## config.mk

```make
export PLATFORM = sky130hd
export DESIGN_NAME = uart_tx_arbiter
export DESIGN_NICKNAME = d
export VERILOG_FILES = /design/src/rtl/uart_pkg.sv /design/src/rtl/rr_arbiter.sv /design/src/rtl/uart_tx_arbiter.sv
export SDC_FILE = /design/constraint.sdc
export NUM_CORES = 1
export LEC_CHECK = 0
export ABC_AREA = 1
export CAP_MARGIN = 5
export CORE_ASPECT_RATIO = 2
export CORE_MARGIN = 2
export CORE_UTILIZATION = 49
export CTS_CLUSTER_DIAMETER = 200
export DETAILED_ROUTE_END_ITERATION = 10
export GPL_ROUTABILITY_DRIVEN = 0
export HOLD_SLACK_MARGIN = 0.06
export PLACE_DENSITY = 0.85
export REMOVE_ABC_BUFFERS = 1
export SLEW_MARGIN = 10
export SYNTH_ARGS = -nofsm -noshare
export SYNTH_HDL_FRONTEND = slang
export SYNTH_SLANG_ARGS = --single-unit
```

## constraint.sdc

```tcl
create_clock -name clk -period 2.81 [get_ports clk]
set_input_delay 0.843 -clock clk [delete_from_list [all_inputs] [get_ports clk]]
set_output_delay 0.843 -clock clk [all_outputs]
set_load 0.02 [all_outputs]
```

## src/rtl/uart_pkg.sv

```systemverilog
// Shared definitions for the UART transmit arbiter: parity codes, FSM states, defaults.
// Latency: none (definitions only).
// Backpressure: none (definitions only).
package uart_pkg;

    // Parity select codes forwarded unchanged to the transmitter's Par input.
    localparam logic [1:0] PAR_NONE = 2'b00;
    localparam logic [1:0] PAR_ODD  = 2'b01;
    localparam logic [1:0] PAR_EVEN = 2'b10;

    // Cycles allowed between tx_start and tx_is_active before a frame is abandoned.
    localparam int START_TO_DEF = 64;

    // Arbiter frame-tracking states.
    typedef enum logic [1:0] {
        ST_IDLE      = 2'd0,
        ST_LOAD      = 2'd1,
        ST_WAIT_ACT  = 2'd2,
        ST_WAIT_DONE = 2'd3
    } arb_state_t;

endpackage

```

## src/rtl/rr_arbiter.sv

```systemverilog
// Round-robin search: first set request bit at or after the pointer, wrapping modulo N_REQ.
// Latency: purely combinational.
// Backpressure: none; the caller decides when the grant is taken.
module rr_arbiter #(
    parameter int N_REQ = 4,
    parameter int ID_W  = 2
) (
    input  logic [N_REQ-1:0] req,
    input  logic [ID_W-1:0]  ptr,
    output logic [ID_W-1:0]  gnt_idx,
    output logic             gnt_vld
);

    int              sum;
    logic [ID_W-1:0] cand;

    // Walk offsets from farthest to nearest so the nearest set bit at/after ptr wins.
    always_comb begin
        gnt_vld = 1'b0;
        gnt_idx = '0;
        sum     = 0;
        cand    = '0;
        for (int i = N_REQ - 1; i >= 0; i--) begin
            sum = int'(ptr) + i;
            if (sum >= N_REQ) begin
                sum = sum - N_REQ;
            end
            cand = ID_W'(sum);
            if (req[cand]) begin
                gnt_vld = 1'b1;
                gnt_idx = cand;
            end
        end
    end

endmodule

```

## src/rtl/uart_tx_arbiter.sv

```systemverilog
// Shares one transmitter_fsm between N_REQ byte requesters with round-robin grant.
// Latency: req->ack 1 cycle, ack->tx_start 1 cycle, tx_done->done 1 cycle.
// Backpressure: requests are held until ack; one frame in flight, others wait in req.
module uart_tx_arbiter
    import uart_pkg::*;
#(
    parameter int N_REQ    = 4,
    parameter int START_TO = START_TO_DEF,
    parameter int ID_W     = 2
) (
    input  logic                 clk,
    input  logic                 rst,
    input  logic [N_REQ-1:0]     req,
    input  logic [8*N_REQ-1:0]   req_data,
    input  logic                 cfg_d_num,
    input  logic                 cfg_s_num,
    input  logic [1:0]           cfg_par,
    output logic [N_REQ-1:0]     ack,
    output logic [N_REQ-1:0]     done,
    output logic [N_REQ-1:0]     err,
    output logic [7:0]           tx_d_in,
    output logic                 tx_ready,
    output logic                 tx_start,
    output logic                 tx_D_num,
    output logic                 tx_S_num,
    output logic [1:0]           tx_Par,
    input  logic                 tx_done,
    input  logic                 tx_is_active,
    output logic                 busy,
    output logic [ID_W-1:0]      grant_id
);

    localparam int CNT_W = (START_TO > 1) ? $clog2(START_TO) : 1;
    localparam logic [CNT_W-1:0] CNT_LAST = CNT_W'(START_TO - 1);
    localparam logic [ID_W-1:0]  ID_LAST  = ID_W'(N_REQ - 1);

    arb_state_t       state_q, state_d;
    logic [ID_W-1:0]  ptr_q, ptr_d;
    logic [ID_W-1:0]  grant_q, grant_d;
    logic [7:0]       data_q, data_d;
    logic             d_num_q, d_num_d;
    logic             s_num_q, s_num_d;
    logic [1:0]       par_q, par_d;
    logic             ready_q, ready_d;
    logic             start_q, start_d;
    logic [CNT_W-1:0] cnt_q, cnt_d;
    logic [N_REQ-1:0] ack_q, ack_d;
    logic [N_REQ-1:0] done_q, done_d;
    logic [N_REQ-1:0] err_q, err_d;

    logic [ID_W-1:0]  arb_idx;
    logic             arb_vld;

    rr_arbiter #(
        .N_REQ (N_REQ),
        .ID_W  (ID_W)
    ) u_rr_arbiter (
        .req     (req),
        .ptr     (ptr_q),
        .gnt_idx (arb_idx),
        .gnt_vld (arb_vld)
    );

    // Next-state, datapath snapshot and one-cycle pulse generation.
    always_comb begin
        state_d = state_q;
        ptr_d   = ptr_q;
        grant_d = grant_q;
        data_d  = data_q;
        d_num_d = d_num_q;
        s_num_d = s_num_q;
        par_d   = par_q;
        ready_d = ready_q;
        start_d = 1'b0;
        cnt_d   = cnt_q;
        ack_d   = '0;
        done_d  = '0;
        err_d   = '0;

        case (state_q)
            ST_IDLE: begin
                if (arb_vld) begin
                    // Byte and frame config are captured only here; later
                    // changes on req_data/cfg_* do not touch this frame.
                    grant_d        = arb_idx;
                    data_d         = req_data[{arb_idx, 3'b000} +: 8];
                    d_num_d        = cfg_d_num;
                    s_num_d        = cfg_s_num;
                    par_d          = cfg_par;
                    ack_d[arb_idx] = 1'b1;
                    ptr_d          = (arb_idx == ID_LAST) ? '0 : arb_idx + 1'b1;
                    state_d        = ST_LOAD;
                end
            end

            ST_LOAD: begin
                ready_d = 1'b1;
                start_d = 1'b1;
                cnt_d   = '0;
                state_d = ST_WAIT_ACT;
            end

            ST_WAIT_ACT: begin
                // A frame short enough to finish before is_active is seen
                // still counts as delivered, so tx_done is checked first.
                if (tx_done) begin
                    done_d[grant_q] = 1'b1;
                    ready_d         = 1'b0;
                    state_d         = ST_IDLE;
                end else if (tx_is_active) begin
                    ready_d = 1'b0;
                    state_d = ST_WAIT_DONE;
                end else if (cnt_q == CNT_LAST) begin
                    err_d[grant_q] = 1'b1;
                    ready_d        = 1'b0;
                    state_d        = ST_IDLE;
                end else begin
                    cnt_d = cnt_q + 1'b1;
                end
            end

            ST_WAIT_DONE: begin
                if (tx_done) begin
                    done_d[grant_q] = 1'b1;
                    state_d         = ST_IDLE;
                end
            end

            default: begin
                ready_d = 1'b0;
                state_d = ST_IDLE;
            end
        endcase
    end

    // State and datapath registers; reset abandons any frame silently.
    always_ff @(posedge clk) begin
        if (rst) begin
            state_q <= ST_IDLE;
            ptr_q   <= '0;
            grant_q <= '0;
            data_q  <= '0;
            d_num_q <= 1'b0;
            s_num_q <= 1'b0;
            par_q   <= PAR_NONE;
            ready_q <= 1'b0;
            start_q <= 1'b0;
            cnt_q   <= '0;
            ack_q   <= '0;
            done_q  <= '0;
            err_q   <= '0;
        end else begin
            state_q <= state_d;
            ptr_q   <= ptr_d;
            grant_q <= grant_d;
            data_q  <= data_d;
            d_num_q <= d_num_d;
            s_num_q <= s_num_d;
            par_q   <= par_d;
            ready_q <= ready_d;
            start_q <= start_d;
            cnt_q   <= cnt_d;
            ack_q   <= ack_d;
            done_q  <= done_d;
            err_q   <= err_d;
        end
    end

    assign ack      = ack_q;
    assign done     = done_q;
    assign err      = err_q;
    assign tx_d_in  = data_q;
    assign tx_ready = ready_q;
    assign tx_start = start_q;
    assign tx_D_num = d_num_q;
    assign tx_S_num = s_num_q;
    assign tx_Par   = par_q;
    assign busy     = (state_q != ST_IDLE);
    assign grant_id = grant_q;

endmodule

```

==> summary.md <==
| Metric | Value |
|---|---|
| Hold Crit Start | `cnt_q[4]` |
| Crit start category | `flip-flop` |
| Final non-filler cell total | `462` |
| Port buffer count | `72` |
| IO Pins | `73` |
| Largest family of logic cells by synthesized area | `simple AND/OR/NAND/NOR gates` |
| Worst path arrival time | `1760 ps` |
| Met3 usage | `4.28%` |
| R2r setup slk | `770 ps` |
| Ant diodes | `0` |
| Gates resized, CTS repair | `0` |
| Synth warnings | `0` |
| Placement Cell Area | `0.00295 mm2` |
| Root Driver | `clkbuf_8` |
| Core Area | `0.00430 mm2` |
| Top cells by area, synth | `dfxtp_1, nand2_1, inv_1` |
| DR pass1 iterations | `4` |
| H-tree levels | `2` |
| Clk slew on worst S/H paths | `80 ps` |
| Clock Sinks | `38` |
| Final Skew | `4.35 ps` |
| Synth Area in Simple Gates | `37.1%` |
| Part of the Yosys area used for sequential elements | `35.2%` |
| # hold bufs at CTS | `0` |
| Crit Path Category | `flip-flop to primary output` |
| Die W | `51.0 um` |
| Cell count of the worst reg-to-reg path | `9` |
| Count of cell types in the netlist | `28` |
| MaxCap Viol Count | `0` |
| Fin nets | `461` |
| Initial core utilization | `50.3%` |
| P per Cell Area | `1060 mW/mm2` |
| Hold Path Sink | `cnt_q[4]` |
| Clock buffer depth | `2` |
| Reg-to-Reg End | `cnt_q[5]` |
| Largest net degree at the start of global routing | `16` |
| Worst hold path depth | `2` |
| FF-to-FF Start | `state_q[0]` |
| Final worst setup slack | `209 ps` |
| RSZ-0062 raised after global routing | `no` |
| Pins Over Slew Limit | `0` |
| Post-Synthesis Cells | `329` |
| First-pass GRT wire length | `8.96 mm` |
| Row cnt | `34` |
| Post-DP HPWL | `4.18 mm` |
| Global route total overflow | `0` |
| Tmin final | `2600 ps` |
| Final setup viols | `0` |
| Compound-Gate Fraction of Synth Area | `6.48%` |
| Detailed Route Iter0 Violations | `29` |
| Synth Area in XOR/XNOR | `0%` |
| Layout overhead on the synthesized area | `42.8%` |
| GR Layer Usage met1 | `19.6%` |
| Hold Fails Final Rpt | `0` |
| Syn avg cell area | `6.57 um2` |
| Top Usage Layer GRT | `met2` |
| CTS tree | `done` |
| Actual slew at the worst max-slew pin | `489 ps` |
| Vias in the first global route | `2,221` |
| Mux share of post-synthesis cell area | `0%` |
| CTS buffer count | `5` |
| Final setup TNS | `0 ps` |
| Post-route cell area | `0.00309 mm2` |
| Total wire length | `5.46 mm` |
| Inst Count DP | `454` |
| Fmax | `0.385 GHz` |
| Post-CTS Setup Bufs | `0` |
| Req. time, crit path | `1970 ps` |
| Final Cycle Share | `92.5%` |
| Peak supply drop | `0.000733 V` |
| Worst skew pair latency | `290 ps` |
| Adder-Cell Fraction of Synth Area | `5.79%` |
| Biggest area consumer among synthesized cells | `dfxtp_1` |
| Initial antenna violation count | `0` |
| Routed wire length per instance | `11.8 um` |
| Synth top area share | `35.2%` |
| DR vias/cell | `4.96` |
| Layout cell share with drive strength beyond 1 | `9.31%` |
| Max Fanout on Critical Path | `4` |
| Slew margin rel. | `67.1%` |
| Worst min path class | `flip-flop to flip-flop` |
| Final antenna-violating net count | `0` |
| Die height | `97.9 um` |
| Leakage | `0.00153 uW` |
| Vias | `2,293` |
| Met2 track demand over resource | `46.0%` |
| Die area | `0.00499 mm2` |
| GRT Util Overall | `23.1%` |
| Crit end category | `primary output` |
| Status | `finished clean` |
| Post-route DRC | `0` |
| Syn Std Cell Area | `0.00216 mm2` |
| Yosys reg bits | `38` |
| Worst slack, placed | `167 ps` |
worst max-delay path by stage:
| stage | cells after the start | slack [ps] | startpoint | end |
|---|---|---|---|---|
| 3_5_place_dp | 14 | 170 | req[2] | ack[2] |
| 6_report | 4 | 210 | state_q[0] | busy |
| 4_1_cts | 4 | 210 | state_q[0] | busy |
| 5_1_grt | 4 | 180 | state_q[1] | busy |
| 3_3_place_gp | 14 | 240 | req[2] | ack[0] |
| 2_1_floorplan | 10 | 510 | req[2] | ptr_q[1] |
critical path, stage by stage, from the launching register on:
cell	delay, ps
dfxtp_1	410
inv_1	130
ha_1	260
inv_1	70
clkdlybuf4s50_1	600
cell families after synthesis:
| group | after synthesis |
|---|---|
| simple gates | 177 |
| buf+inv | 80 |
| flops | 38 |
| compound gates | 24 |
| fa+ha+maj | 10 |
metal layers:
| layer | up-vias | wire length [um] |
|---|---|---|
| li1 | 1164 | - |
| met1 | 1022 | 1780 |
| met2 | 87 | 3210 |
| met3 | 20 | 257 |
| met4 | 0 | 207 |
| met5 | - | 0 |
where the power goes:
part / internal, uW / switching (uW)
registers: 681 / 115
logic: 764 / 1140
clock network: 356 / 209
flip-flops by register name (all words and copies together) (netlist names):
signal    cells
err           4
done          4
tx_D_num      1
tx_Par        2
state_q       2
tx_start      1
ack           4
tx_S_num      1
ptr_q         2
cnt_q         6
grant_id      2
tx_ready      1
tx_d_in       8
stage by stage:
stage          total power [uW]  hold WS, ps  utilization [%]
2_1_floorplan              1980          434                -
3_3_place_gp               2630          445             68.6
3_5_place_dp               2680          448             68.6
4_1_cts                    3260          464             71.8
5_1_grt                    3510          478             71.8
6_report                   3260          466             71.8
cells in the mapped netlist, drive strengths merged:
cell and count:
nor3b 2, dfxtp 38, o211a 1, nand3b 1, a311oi 1, nand2 80
inv 70, clkbuf 2, a21oi 9, buf 8, nor3 12, nor2 35
o211ai 1, nand3 47, o21ai 10, ha 10, a211oi 2
layout by cell type, fill, tap and decap left out, drive strengths merged:
master,n
clkinv,1
bufinv,2
nor3b,2
clkdlybuf4s50,72
a311oi,1
a21oi,9
clkbuf,5
nor3,12
o211a,1
nor2,35
o21ai,10
dfxtp,38
o211ai,1
buf,9
ha,10
inv,70
nand2,80
nand3,47
a211oi,2
nand3b,1
final cells by class:
class | count | area [um2]
clock buffer | 5 | 68.8
fill | 362 | 1210
timing repair buffer | 81 | 788
inverter | 70 | 265
multi-input combinational | 211 | 1070
sequential | 38 | 761
tap | 54 | 67.6
clock inverter | 3 | 68.8
No activity file was read; power rests on OpenSTA's default activity.
